==> config.mk <==
export PLATFORM = sky130hd
export DESIGN_NAME = serial_nibble_packer
export DESIGN_NICKNAME = d
export VERILOG_FILES = /design/src/rtl/serial_nibble_packer.sv
export SDC_FILE = /design/constraint.sdc
export NUM_CORES = 1
export LEC_CHECK = 0
export CAP_MARGIN = 20
export CORE_MARGIN = 4
export CORE_UTILIZATION = 25
export DETAILED_ROUTE_END_ITERATION = 10
export DONT_BUFFER_PORTS = 1
export GPL_ROUTABILITY_DRIVEN = 1
export GPL_TIMING_DRIVEN = 0
export SLEW_MARGIN = 15
export SYNTH_ARGS = -nofsm -noshare
export SYNTH_HDL_FRONTEND = slang
export SYNTH_SLANG_ARGS = --single-unit
==> constraint.sdc <==
create_clock -name clk -period 2.15 [get_ports clk]
set_input_delay 0.43 -clock clk [delete_from_list [all_inputs] [get_ports clk]]
set_output_delay 0.43 -clock clk [all_outputs]
set_load 0.1 [all_outputs]
==> src/rtl/serial_nibble_packer.sv <==
// Serial-to-parallel word packer with per-word bit ordering and a small output FIFO.
// Feeds the lane-permutation stages; downstream back-pressure is absorbed by the FIFO.
module serial_nibble_packer #(
  parameter int unsigned WIDTH = 4,
  parameter int unsigned DEPTH = 2
) (
  input  logic                      clk,
  input  logic                      rst_n,
  input  logic [1:0]                mode,
  input  logic                      in_bit,
  input  logic                      in_valid,
  output logic                      in_ready,
  input  logic                      flush,
  output logic [WIDTH-1:0]          out_word,
  output logic                      out_valid,
  input  logic                      out_ready,
  output logic                      busy,
  output logic [$clog2(DEPTH):0]    fill
);

  localparam int unsigned CntW = $clog2(WIDTH);
  localparam int unsigned PtrW = $clog2(DEPTH);
  localparam logic [CntW-1:0] LastBit = CntW'(WIDTH - 1);
  localparam logic [PtrW:0]   FullCnt = (PtrW + 1)'(DEPTH);

  typedef enum logic [0:0] {StIdle, StCollect} state_e;

  state_e            state_q, state_d;
  logic [CntW-1:0]   bit_cnt_q, bit_cnt_d;
  logic [WIDTH-2:0]  shift_q, shift_d;
  logic [1:0]        word_mode_q, word_mode_d;

  logic [WIDTH-1:0]  fifo_q [DEPTH];
  logic [PtrW-1:0]   wr_ptr_q, rd_ptr_q;
  logic [PtrW:0]     fill_q;

  logic              accept;
  logic              push;
  logic              pop;
  logic [WIDTH-1:0]  raw_word;
  logic [WIDTH-1:0]  packed_word;

  // A same-cycle pop is deliberately not considered: the slot frees one cycle later.
  assign in_ready  = !flush && !((bit_cnt_q == LastBit) && (fill_q == FullCnt));
  assign accept    = in_valid && in_ready && !flush;
  assign out_valid = (fill_q != '0);
  assign pop       = out_valid && out_ready;
  assign out_word  = out_valid ? fifo_q[rd_ptr_q] : '0;
  assign busy      = (bit_cnt_q != '0);
  assign fill      = fill_q;

  // The incoming bit lands on top; earlier bits have shifted down towards bit 0.
  assign raw_word = {in_bit, shift_q};

  always_comb begin
    packed_word = raw_word;
    case (word_mode_q)
      2'd1: begin
        for (int i = 0; i < WIDTH; i++) begin
          packed_word[i] = raw_word[WIDTH-1-i];
        end
      end
      2'd2:    packed_word = {raw_word[0], raw_word[WIDTH-1:1]};
      default: packed_word = raw_word;
    endcase
  end

  always_comb begin
    state_d     = state_q;
    bit_cnt_d   = bit_cnt_q;
    shift_d     = shift_q;
    word_mode_d = word_mode_q;
    push        = 1'b0;

    if (flush) begin
      state_d   = StIdle;
      bit_cnt_d = '0;
      shift_d   = '0;
    end else if (accept) begin
      shift_d = raw_word[WIDTH-1:1];
      unique case (state_q)
        StIdle: begin
          word_mode_d = mode;
          state_d     = StCollect;
          bit_cnt_d   = CntW'(1);
        end
        StCollect: begin
          if (bit_cnt_q == LastBit) begin
            push      = 1'b1;
            state_d   = StIdle;
            bit_cnt_d = '0;
            shift_d   = '0;
          end else begin
            bit_cnt_d = bit_cnt_q + CntW'(1);
          end
        end
      endcase
    end
  end

  always_ff @(posedge clk or negedge rst_n) begin
    if (!rst_n) begin
      state_q     <= StIdle;
      bit_cnt_q   <= '0;
      shift_q     <= '0;
      word_mode_q <= 2'd0;
    end else begin
      state_q     <= state_d;
      bit_cnt_q   <= bit_cnt_d;
      shift_q     <= shift_d;
      word_mode_q <= word_mode_d;
    end
  end

  always_ff @(posedge clk or negedge rst_n) begin
    if (!rst_n) begin
      for (int i = 0; i < DEPTH; i++) begin
        fifo_q[i] <= '0;
      end
      wr_ptr_q <= '0;
      rd_ptr_q <= '0;
      fill_q   <= '0;
    end else begin
      if (push) begin
        fifo_q[wr_ptr_q] <= packed_word;
        wr_ptr_q         <= wr_ptr_q + PtrW'(1);
      end
      if (pop) begin
        rd_ptr_q <= rd_ptr_q + PtrW'(1);
      end
      case ({push, pop})
        2'b10:   fill_q <= fill_q + (PtrW + 1)'(1);
        2'b01:   fill_q <= fill_q - (PtrW + 1)'(1);
        default: fill_q <= fill_q;
      endcase
    end
  end

endmodule

== After elaboration in Yosys (flattened, before gate mapping) ==
Index checks and enable logic that the tools add are counted.

* Register bits after elaboration: 20
* Input port bits: 8
* Output and inout bits: 9
* Logic and storage cells: 65

* $add $sub $neg: 5
* $lt $le $gt $ge: 3
* Eq/ne operators: 6
* Muxes and demuxes: 25
* Bitwise gates (word level): 4
* Reduce and logical (&&, ||, !) cells: 13

{| class="wikitable"
|+ Operators by type and width
! operator !! number
|-
| $mux W4 || 5
|-
| $mux W3 || 4
|-
| $bwmux W8 || 1
|-
| $eq A2 B2 Y1 const B || 4
|-
| $pmux W2 S2 || 2
|-
| $pmux W4 S2 || 1
|-
| $reduce_bool A2 Y1 || 4
|-
| $mux W1 || 7
|-
| $logic_and A1 B1 Y1 || 6
|-
| $mux W2 || 3
|-
| $add A2 B1 Y2 const B || 2
|-
| $demux W4 S1 || 1
|-
| $eq A2 B1 Y1 const B || 2
|-
| $ge A2 B2 Y1 const B || 2
|-
| $not A1 Y2 || 2
|-
| $reduce_and A3 Y1 || 1
|-
| $add A1 B1 Y1 const B || 2
|-
| $logic_not A1 Y1 || 2
|-
| $lt A2 B1 Y1 const B || 1
|-
| $not A1 Y1 || 2
|-
| $pmux W1 S2 || 1
|-
| $sub A2 B1 Y2 const B || 1
|}

== Longest topological paths before layout ==
* Word-level depth: 10
* Gate-level depth with buffers: 7
* Gate-level depth less buffers: 7

== Worst setup path after synthesis ==
No wires, ideal clock.

* Path type: reg-to-output
* Start: reg fill_q[0] (netlist: fill[0])
* End: out out_word[0]
* Arrival time: 2,552 ps
* Required time: 1,720 ps
* Setup slack: -832 ps
* Stages on the path, launching flop included: 3
* Path buffers: 0
* Cell sequence: dfrtp_1 > nor2_1 > nor2_1

* Cells in the longest elaborated chain, start to end: 2

{| class="wikitable"
|+ RTL lines
! what !! line !! RTL
|-
| start, declared || 35 || <nowiki>logic [PtrW:0] fill_q;</nowiki>
|-
| start signal, assigned || 132 || <nowiki>2'b10: fill_q <= fill_q + (PtrW + 1)'(1);</nowiki>
|-
| start signal, assigned || 133 || <nowiki>2'b01: fill_q <= fill_q - (PtrW + 1)'(1);</nowiki>
|-
| start signal, assigned || 134 || <nowiki>default: fill_q <= fill_q;</nowiki>
|-
| $reduce_bool A2 Y1 || 46 || <nowiki>assign out_valid = (fill_q != '0);</nowiki>
|-
| $mux W4 || 48 || <nowiki>assign out_word = out_valid ? fifo_q[rd_ptr_q] : '0;</nowiki>
|-
| end, declared || 14 || <nowiki>output logic [WIDTH-1:0] out_word,</nowiki>
|}

No other way between the ends.

== Worst setup path in the final report ==
* Start: reg fill_q[0] (netlist: fill[0])
* End: out in_ready

* Cells in the longest elaborated chain, start to end: 4

{| class="wikitable"
|+ RTL lines
! what !! line !! RTL
|-
| $eq A2 B2 Y1 || 44 || <nowiki>assign in_ready = !flush && !((bit_cnt_q == LastBit) && (fill_q == FullCnt));</nowiki>
|-
| $logic_and A1 B1 Y1 || 44 ||
|-
| $logic_not A1 Y1 || 44 ||
|-
| $logic_and A1 B1 Y1 || 44 ||
|-
| end, declared || 12 || <nowiki>output logic in_ready,</nowiki>
|}

No other way between the ends.

==> reports/results.txt <==
clk_skew: 1.82 ps
Pins Over Slew Limit: 0
share of cells above drive strength 1: 0.290
cell class contributing the biggest share of worst-path delay: simple AND/OR/NAND/NOR gates
WP data arrival: 1720 ps
Die Width: 74.7 µm
sequential-to-total area share from yosys stat: 0.449
final hold vios: 0
gpl congestion: 0.824
Residual DRC: 0
pin count of the biggest net entering global routing: 21
I/O pins: 17
Routed WL: 2.12 mm
clock tree sinks: 20
Slowest-stage cell, CP: dfrtp_4
worst reg2reg path depth: 5
Finished Core Util: 0.306
Commonest cells post-synth: dfrtp_1 (20), nor2_1 (9), nand2_1 (8), o21ai_0 (8), mux2_2 (7)
Top FF cell, synth: dfrtp_1
Critical Path Start: fill[0]
area leader, netlist: dfrtp_1
H-tree depth: 1
sw frac: 0.453
Finished Layout Cells: 159
Leakage: 0.592 nW
number of distinct library cells after synthesis: 29
Diodes inserted: 0
Seq pwr share: 0.470
FP Rows: 24
first-pass GRT wire length: 3.62 mm
Hold WS: 315 ps
Fill cells: 474
hold depth: 2
async set-or-reset flop fraction in the synthesized netlist: 1.00
clock share of power: 0.205
die area: 0.00559 mm²
CP endpoint kind: output pin
CP Launch Type: flip-flop
drt pass-1 iters: 4
clk slew on worst S/H paths: 70 ps
P_sw: 0.634 mW
placed cell areas: 0.00122 mm²
detailed router's first-iteration violation count: 15
failing checks: setup timing
FF-to-FF End: fill[1]
reg-to-reg slack, setup: 250 ps
Worst slew margin: 0.393
outcome: complete, but fails checks
Vias per Instance: 4.58
Min-Delay Endpoint: shift_q[2]
Worst-Skew Late Latency: 260 ps
FF-to-FF Start: fill[1]
post-layout min period: 2150 ps
area of the mapped netlist: 0.00111 mm²
Worst path max stage delay: 670 ps
per-cell routed wire length: 13.3 µm
CTS root buffer: clkbuf_8
total of max-cap violations: 0
final setup vio count: 1
P&R area growth vs syn: 18.7%
Data required, critical path: 1720 ps
Internal: 0.767 mW
overall routing resource usage: 0.0852
Syn Nets: 114
#FFs+latches synth: 20
most common cell in the synthesized netlist: dfrtp_1
hold path start: in_bit
post-synth top area share: 0.449
maximum vdd drop: 369 µV
critical path depth: 2
Ys Warns: 0
Min-Delay Path Class: primary input to flip-flop
synth top area cells: dfrtp_1 (45%), mux2_2 (7.1%), ha_1 (5.6%), mux2i_1 (5.4%), mux2_4 (5.4%)
RSZ-0062 raised after global routing: true
EDFF count, synth: 0
Mapped Cells: 101
worst-path cell chain: and3b_2 -> nor2_4
Crit Path Category: flip-flop to output pin
DP HPWL: 1.64 mm
power per cell area: 1060 mW/mm²
pre-CTS setup slack: -30.2 ps
design area: 0.00132 mm²
via count: 729
Die Y: 74.7 µm
measured slew at the worst slew-check pin: 908 ps
Initial Util: 0.258
clk buf depth: 2
worst-path maximum fanout: 7
clock buffer count from CTS: 3
vias in the first global route: 741
initial antenna violation count: 0
Buf/Inv on CP: 0
fin nets: 121
final period utilization: 1.00
Antenna Nets Post-Route: 0
Max Clk Rate: 465 MHz
syn_area_per_cell: 11.0 µm²
total grt overflow: 0
Final WS setup: -0.492 ps
# port buffers: 0
Combinational Power Share: 0.325
CTS tree: done
Placed Cells: 153
Core Region: 0.00432 mm²
## worst register-to-register path, delay by kind of cell (launching register included)
family	cells	cell delay, ps
xor+xnor	1	150
fa+ha+maj	1	310
flops	1	640
simple gates	3	720
## how the worst max path moves through the flow
stage / slack, ps / endpoint
6_report: -0.5 / in_ready
3_3_place_gp: -30 / out_valid
4_1_cts: -10 / in_ready
2_1_floorplan: 130 / out_valid
5_1_grt: -50 / in_ready
3_5_place_dp: -30 / out_valid
## what timing repair did
action	in CTS	in global routing
hold buffers	1	0
endpoints found under the hold margin	20	0
resized for setup	5	0
buffers inserted	1	0
pin swaps	2	4
setup endpoints to repair	6	5
## cells in the final DEF, fill, tap and decap left out, types with 4 or more instances in the layout
cell	synthesis	final
clkbuf_8	0	4
dfrtp_1	20	18
ha_1	5	5
inv_1	6	5
mux2_2	7	7
mux2_4	4	4
mux2i_1	6	6
nand2_1	8	8
nor2_4	0	6
o21ai_0	8	8
## layout make-up
class / count / area [µm²] / share of cell area
Buffer: 2 / 15.0 / 0.0114
Clock buffer: 4 / 55.1 / 0.0417
Multi-Input combinational cell: 73 / 622 / 0.471
Timing Repair Buffer: 2 / 30.0 / 0.0227
Tap cell: 52 / 65.1 / 0.0492
Inverter: 6 / 26.3 / 0.0199
Sequential cell: 20 / 508 / 0.384
## layer usage
layer,up-vias,track usage,wire [µm],share of wire
met5,-,0,0,0
met4,0,0.0356,27,0.013
met3,4,0.0187,78,0.037
met2,13,0.142,1050,0.50
li1,357,-,-,-
met1,355,0.106,959,0.45
## cell families (layout without fill, tap and decap cells)
kind of cell | count (synthesis) | count (layout) | share of synthesized area
XOR/XNOR | 5 | 5 | 0.0393
flip-flops | 20 | 20 | 0.449
adder cells (fa/ha/maj) | 5 | 5 | 0.0562
AO/OA/AOI/OAI | 13 | 13 | 0.0674
buffers and inverters | 8 | 14 | 0.0337
multiplexers | 17 | 17 | 0.179
AND/OR/NAND/NOR | 33 | 33 | 0.175
## power by group through the flow
| stage | Sequential (mW) | Combinational, mW | Clock, mW |
|---|---|---|---|
| 6_report | 0.659 | 0.456 | 0.287 |
| 5_1_grt | 0.669 | 0.495 | 0.319 |
| 4_1_cts | 0.661 | 0.464 | 0.295 |
| 3_5_place_dp | 0.651 | 0.397 | 0 |
| 3_3_place_gp | 0.649 | 0.388 | 0 |
| 2_1_floorplan | 0.628 | 0.353 | 0 |
## metrics by stage
step                      TNS (ps)  power [mW]
after CTS                    -13.3        1.42
after detailed placement     -30.2        1.05
final                       -0.492        1.40
after global placement       -27.6        1.04
after global routing         -59.3        1.48
after floorplan                  0       0.981
## registers in the layout, indices dropped and copies added (netlist names)
name,count
bit_cnt_q,2
fifo_q,8
fill,2
rd_ptr_q,1
shift_q,3
state_q,1
word_mode_q,2
wr_ptr_q,1
(Power assumes the default switching activity.)
